==> config.mk <==
export PLATFORM = sky130hd
export DESIGN_NAME = mac_accumulator
export DESIGN_NICKNAME = d
export VERILOG_FILES = /design/src/rtl/mac_accumulator_pkg.sv /design/src/rtl/mac_accumulator.sv
export SDC_FILE = /design/constraint.sdc
export NUM_CORES = 1
export LEC_CHECK = 0
export BUFFER_PORTS_ARGS = -buffer_cell sky130_fd_sc_hd__buf_2
export CAP_MARGIN = 40
export CORE_MARGIN = 8
export CORE_UTILIZATION = 35
export CTS_CLUSTER_DIAMETER = 80
export CTS_CLUSTER_SIZE = 30
export DETAILED_ROUTE_END_ITERATION = 8
export PLACE_DENSITY = 0.6
export SYNTH_ARGS = -nofsm -noshare
export SYNTH_HDL_FRONTEND = slang
export SYNTH_SLANG_ARGS = --single-unit
==> constraint.sdc <==
create_clock -name clk -period 2.15 [get_ports clk]
set_input_delay 0.43 -clock clk [delete_from_list [all_inputs] [get_ports clk]]
set_output_delay 0.43 -clock clk [all_outputs]
set_load 0.05 [all_outputs]
==> src/rtl/mac_accumulator_pkg.sv <==
// ---------------------------------------------------------------------------
// mac_accumulator_pkg
// Shared DSP definitions for the MAC accumulate stage:
//   - state_t     : accumulator FSM states (ACCUM collects beats, HOLD
//                   presents a finished frame)
//   - acc_width() : accumulator width that can hold a full-scale frame
//   - len_legal() : frame-length legality predicate used at elaboration
// No ports (package).
// ---------------------------------------------------------------------------
package mac_accumulator_pkg;

  typedef enum logic [0:0] {
    ACCUM = 1'b0,
    HOLD  = 1'b1
  } state_t;

  localparam int LEN_MIN = 2;
  localparam int LEN_MAX = 256;

  // Sum of len products of 2n bits each needs clog2(len) extra bits.
  function automatic int acc_width(input int n, input int len);
    return 2 * n + $clog2(len);
  endfunction

  function automatic bit len_legal(input int len);
    return (len >= LEN_MIN) && (len <= LEN_MAX);
  endfunction

endpackage

==> src/rtl/mac_accumulator.sv <==
// ---------------------------------------------------------------------------
// mac_accumulator
// Accumulates LEN unsigned 2N-bit products (one per in_valid/in_ready
// handshake) into a single frame sum and presents it on a valid/ready port.
//
// Ports:
//   clk        in   system clock, rising edge
//   rst_n      in   asynchronous active-low reset
//   clear      in   synchronous frame abort, highest priority
//   in_valid   in   in_product valid
//   in_ready   out  block accepts a product (high only in ACCUM)
//   in_product in   2N-bit unsigned product
//   out_valid  out  out_sum holds a completed frame
//   out_ready  in   downstream accepts out_sum
//   out_sum    out  ACC_W-bit frame sum
//   frame_cnt  out  products accepted in the current frame
// ---------------------------------------------------------------------------
module mac_accumulator
  import mac_accumulator_pkg::*;
#(
  parameter int N     = 4,
  parameter int LEN   = 8,
  parameter int ACC_W = acc_width(N, LEN)
) (
  input  logic                    clk,
  input  logic                    rst_n,
  input  logic                    clear,
  input  logic                    in_valid,
  output logic                    in_ready,
  input  logic [2*N-1:0]          in_product,
  output logic                    out_valid,
  input  logic                    out_ready,
  output logic [ACC_W-1:0]        out_sum,
  output logic [$clog2(LEN)-1:0]  frame_cnt
);

  localparam int CNT_W = $clog2(LEN);

  // Reject illegal configurations while elaborating.
  generate
    if (!len_legal(LEN)) begin : g_bad_len
      $error("mac_accumulator: LEN=%0d outside 2..256", LEN);
    end
    if (ACC_W < acc_width(N, LEN)) begin : g_bad_acc_w
      $error("mac_accumulator: ACC_W=%0d too narrow for N=%0d LEN=%0d", ACC_W, N, LEN);
    end
  endgenerate

  state_t             state_r;
  state_t             next_state_s;
  logic [ACC_W-1:0]   acc_r;
  logic [CNT_W-1:0]   cnt_r;
  logic [ACC_W-1:0]   out_sum_r;
  logic               out_valid_r;
  logic               in_ready_s;
  logic               accept_s;
  logic               last_s;
  logic [ACC_W-1:0]   sum_s;

  assign accept_s = in_valid && in_ready_s;
  assign last_s   = (cnt_r == CNT_W'(LEN - 1));
  assign sum_s    = acc_r + {{(ACC_W - 2 * N){1'b0}}, in_product};

  // FSM state register.
  always_ff @(posedge clk or negedge rst_n) begin
    if (!rst_n) begin
      state_r <= ACCUM;
    end else begin
      state_r <= next_state_s;
    end
  end

  // FSM next-state logic; clear always returns to ACCUM.
  always_comb begin
    next_state_s = state_r;
    case (state_r)
      ACCUM: begin
        if (clear) begin
          next_state_s = ACCUM;
        end else if (accept_s && last_s) begin
          next_state_s = HOLD;
        end else begin
          next_state_s = ACCUM;
        end
      end
      HOLD: begin
        if (clear || out_ready) begin
          next_state_s = ACCUM;
        end else begin
          next_state_s = HOLD;
        end
      end
      default: next_state_s = ACCUM;
    endcase
  end

  // FSM outputs: in_ready depends on state only, never on in_valid.
  always_comb begin
    in_ready_s = 1'b0;
    case (state_r)
      ACCUM:   in_ready_s = 1'b1;
      HOLD:    in_ready_s = 1'b0;
      default: in_ready_s = 1'b0;
    endcase
  end

  // Datapath: accumulator, beat counter and the registered result port.
  always_ff @(posedge clk or negedge rst_n) begin
    if (!rst_n) begin
      acc_r       <= {ACC_W{1'b0}};
      cnt_r       <= {CNT_W{1'b0}};
      out_sum_r   <= {ACC_W{1'b0}};
      out_valid_r <= 1'b0;
    end else if (clear) begin
      // A beat arriving with clear is consumed but not summed.
      acc_r       <= {ACC_W{1'b0}};
      cnt_r       <= {CNT_W{1'b0}};
      out_valid_r <= 1'b0;
    end else begin
      case (state_r)
        ACCUM: begin
          if (accept_s) begin
            if (last_s) begin
              out_sum_r   <= sum_s;
              out_valid_r <= 1'b1;
              acc_r       <= {ACC_W{1'b0}};
              cnt_r       <= {CNT_W{1'b0}};
            end else begin
              acc_r <= sum_s;
              cnt_r <= cnt_r + CNT_W'(1);
            end
          end
        end
        HOLD: begin
          // out_sum keeps its value after the handshake.
          if (out_ready) begin
            out_valid_r <= 1'b0;
          end
        end
        default: begin
          out_valid_r <= 1'b0;
        end
      endcase
    end
  end

  assign in_ready  = in_ready_s;
  assign out_valid = out_valid_r;
  assign out_sum   = out_sum_r;
  assign frame_cnt = cnt_r;

endmodule

==> impl_metrics.csv <==
group,metric,value,unit
cts,cts_buffers,3,
timing,post-route-min-period,1.96,ns
critical_path,r2r_end,"out_sum[8]",
critical_path,r2r-start,"acc_r[0]",
layout,n_antenna_cell,0,
timing,setup_viol,0,
cts,clockBufferDepth,2,
die,dieArea,0.00640,mm2
timing,fin_setup_tns,0,ns
synth,synth.avg_cell_area,10.1,um2
die,io_pins,29,
route,routed_wl,3.04,mm
synth,ys_seq_elements,27,
timing,finClkSkew,0.00416,ns
route,vias,1100,
die,initial_core_util,36.1,%
global_route,met3_usage,2.93,%
placed_design,dp_hpwl,2.37,mm
synth,netlist_area,0.00143,mm2
critical_path,required,2.30,ns
timing,hold_viol_final,0,
cts,holdBufCountCts,0,
global_route,grt-ovfl-total,0,
die,core,0.00397,mm2
cts,path_clk_slew,0.09,ns
cts,cts_resized,0,
cts,clk_latency,0.27,ns
layout,drive_gt1_share,22.7,%
power_and_ir_drop,p_leak,0.000835,uW
critical_path,cp.arrival,2.11,ns
route,post_drt_wl_per_cell,13.7,um
critical_path,cp-end-kind,"flip-flop",
route,drc_errors,0,
layout,syn2layout_area_growth,16.5,%
outcome,status,"finished, final reports clean",
global_route,grt_max_degree,28,
timing,fmax,510,MHz
synth,yosysTopAreaCell,"dfrtp_1",
die,die_h,80.0,um
min_path,worst_hold_path_type,"input pin to asynchronous set/reset pin",
global_route,grt_pass1_wl,5.30,mm
layout,fillers,412,
power_and_ir_drop,p_per_area,656,mW/mm2
timing,holdWs,0.159,ns
die,row_count,23,
placed_design,port_buffers,28,
timing,finalCritPeriodShare,91.2,%
global_route,grt_pass1_vias,1140,
global_route,antenna_found_initial,0,
cts,postCtsSetupRepairBufs,0,
synth,yosys_warnings,0,
timing,slew_headroom,59.1,%
timing,worst_slew_pin_slew,0.614,ns
global_route,busiest_layer,"met2",
critical_path,crit_fanout,3,
cts,htreeDepth,1,
synth,synth_top_area_share,47.1,%
route,avgViaCountPerCell,4.95,
critical_path,rr_worst_depth,7,
synth,ys_seq_area_share,47.1,%
synth,syn_nets,166,
global_route,use_met2,15.8,%
route,antenna_left,0,
route,first_pass_iters,4,
cts,cts_tree,"done",
critical_path,r2r_slack,0.19,ns
flow_run,cap_violations,0,
timing,drv_slew,0,
layout,multiInputGateArea,706,um2
route,drtIter0Drc,56,
synth,synth_cell_types,36,
synth,netlist_top_cells_area,"dfrtp_1 47%, ha_1 8.7%, o21ai_0 6.3%",
power_and_ir_drop,ir_worst_vdd,0.000255,V
global_route,use_met1,13.2,%
timing,rsz0062_at_grt,"no",
layout,seqCellArea,676,um2
critical_path,worstSetupPathType,"flip-flop to flip-flop",
cts,cts_root_buffer,"clkbuf_8",
placed_design,gp_congestion,0.843,
critical_path,crit_path_start_kind,"flip-flop",
cts,cts.sinks,27,
die,die_x,80.0,um
global_route,track_usage,10.3,%
synth,netlist_instances,142,
layout,fin_nets,197,
## cells in the mapped netlist, drive strengths merged
master	number
dfrtp	27
xor2	5
o31ai	1
a41oi	1
a21o	2
a221oi	1
o211ai	1
a31oi	1
o21bai	1
nor3	2
a21oi	12
and2	1
a211oi	1
mux2i	3
nand3	1
xnor2	4
buf	3
inv	5
o21ai	21
a22o	2
clkbuf	2
a2bb2oi	1
ha	10
mux2	2
or3	2
nand2b	2
and3	1
nor2	3
nand2	22
nor2b	1
fa	1
## worst max-delay path, stage by stage, from the launching register on
cell	delay, ns
dfrtp_1	0.39
ha_1	0.22
fa_1	0.41
nand3_1	0.13
nand2_1	0.09
a41oi_1	0.32
xor2_1	0.17
o21ai_0	0.10
## per-layer routing
layer,share of wire [%],vias up
li1,-,555
met1,49,515
met2,44,26
met3,6.2,4
met4,0.92,0
met5,0,-
## metrics by stage
stage | utilization (%) | std cells | instance area [um2] | total power (uW) | setup WS, ns
finish | 42.1 | 222 | 1670 | 1100 | 0.189
global route | 42.1 | 222 | 1670 | 1160 | 0.0596
CTS | 42.1 | 222 | 1670 | 1110 | 0.182
detailed placement | 40.9 | 218 | 1630 | 818 | 0.0239
global placement | 40.9 | 218 | 1630 | 811 | 0.0945
floorplan | - | 142 | 1430 | 750 | 0.140
## power by group
group | total [uW] | switching [uW] | internal (uW)
combinational | 255 | 153 | 103
clock | 289 | 156 | 133
sequential | 552 | 18.1 | 534
total | 1100 | 327 | 769
## registers in the layout (all words and copies together) (netlist names)
register and cells:
acc_r 11, out_sum 11, frame_cnt 3, out_valid 1
state_r 1
## how the worst max path moves through the flow
stage | startpoint | end | slack [ns]
2_1_floorplan | frame_cnt[0] | acc_r[8] | 0.14
3_3_place_gp | in_product[0] | out_sum[8] | 0.09
3_5_place_dp | in_product[0] | out_sum[8] | 0.02
4_1_cts | acc_r[0] | out_sum[8] | 0.18
5_1_grt | acc_r[0] | out_sum[8] | 0.06
6_report | acc_r[0] | out_sum[8] | 0.19
## cell families after synthesis
| group | share of synthesized area, % |
|---|---|
| multiplexers | 3.66 |
| flip-flops | 47.1 |
| AND/OR/NAND/NOR | 11.5 |
| adder cells (fa/ha/maj) | 10.1 |
| XOR/XNOR | 5.50 |
| buffers and inverters | 3.66 |
| AO/OA/AOI/OAI | 18.4 |
## cell usage in the layout (no fill, tap or decap)
| master | instances |
|---|---|
| a211oi_1 | 1 |
| a21o_1 | 2 |
| a21oi_1 | 12 |
| a221oi_1 | 1 |
| a22o_1 | 2 |
| a2bb2oi_1 | 1 |
| a31oi_1 | 1 |
| a41oi_1 | 1 |
| and2_1 | 1 |
| and3_1 | 1 |
| buf_2 | 28 |
| buf_4 | 3 |
| clkbuf_1 | 1 |
| clkbuf_8 | 3 |
| dfrtp_1 | 27 |
| fa_1 | 1 |
| ha_1 | 10 |
| inv_1 | 5 |
| mux2_2 | 2 |
| mux2i_1 | 3 |
| nand2_1 | 22 |
| nand2b_1 | 1 |
| nand2b_4 | 1 |
| nand3_1 | 1 |
| nor2_1 | 3 |
| nor2b_1 | 1 |
| nor3_1 | 2 |
| o211ai_1 | 1 |
| o21ai_0 | 18 |
| o21ai_1 | 2 |
| o21ai_2 | 1 |
| o21bai_1 | 1 |
| o31ai_1 | 1 |
| or3_1 | 1 |
| or3_4 | 1 |
| xnor2_1 | 4 |
| xor2_1 | 5 |
## layout make-up
cell class / instances / area share [%]
Clock buffer: 4 / 2.70
Inverter: 5 / 1.12
Multi-Input combinational cell: 105 / 42.2
Tap cell: 50 / 3.75
Timing Repair Buffer: 31 / 9.74
Sequential cell: 27 / 40.4
No activity file was read; power rests on OpenSTA's default activity.
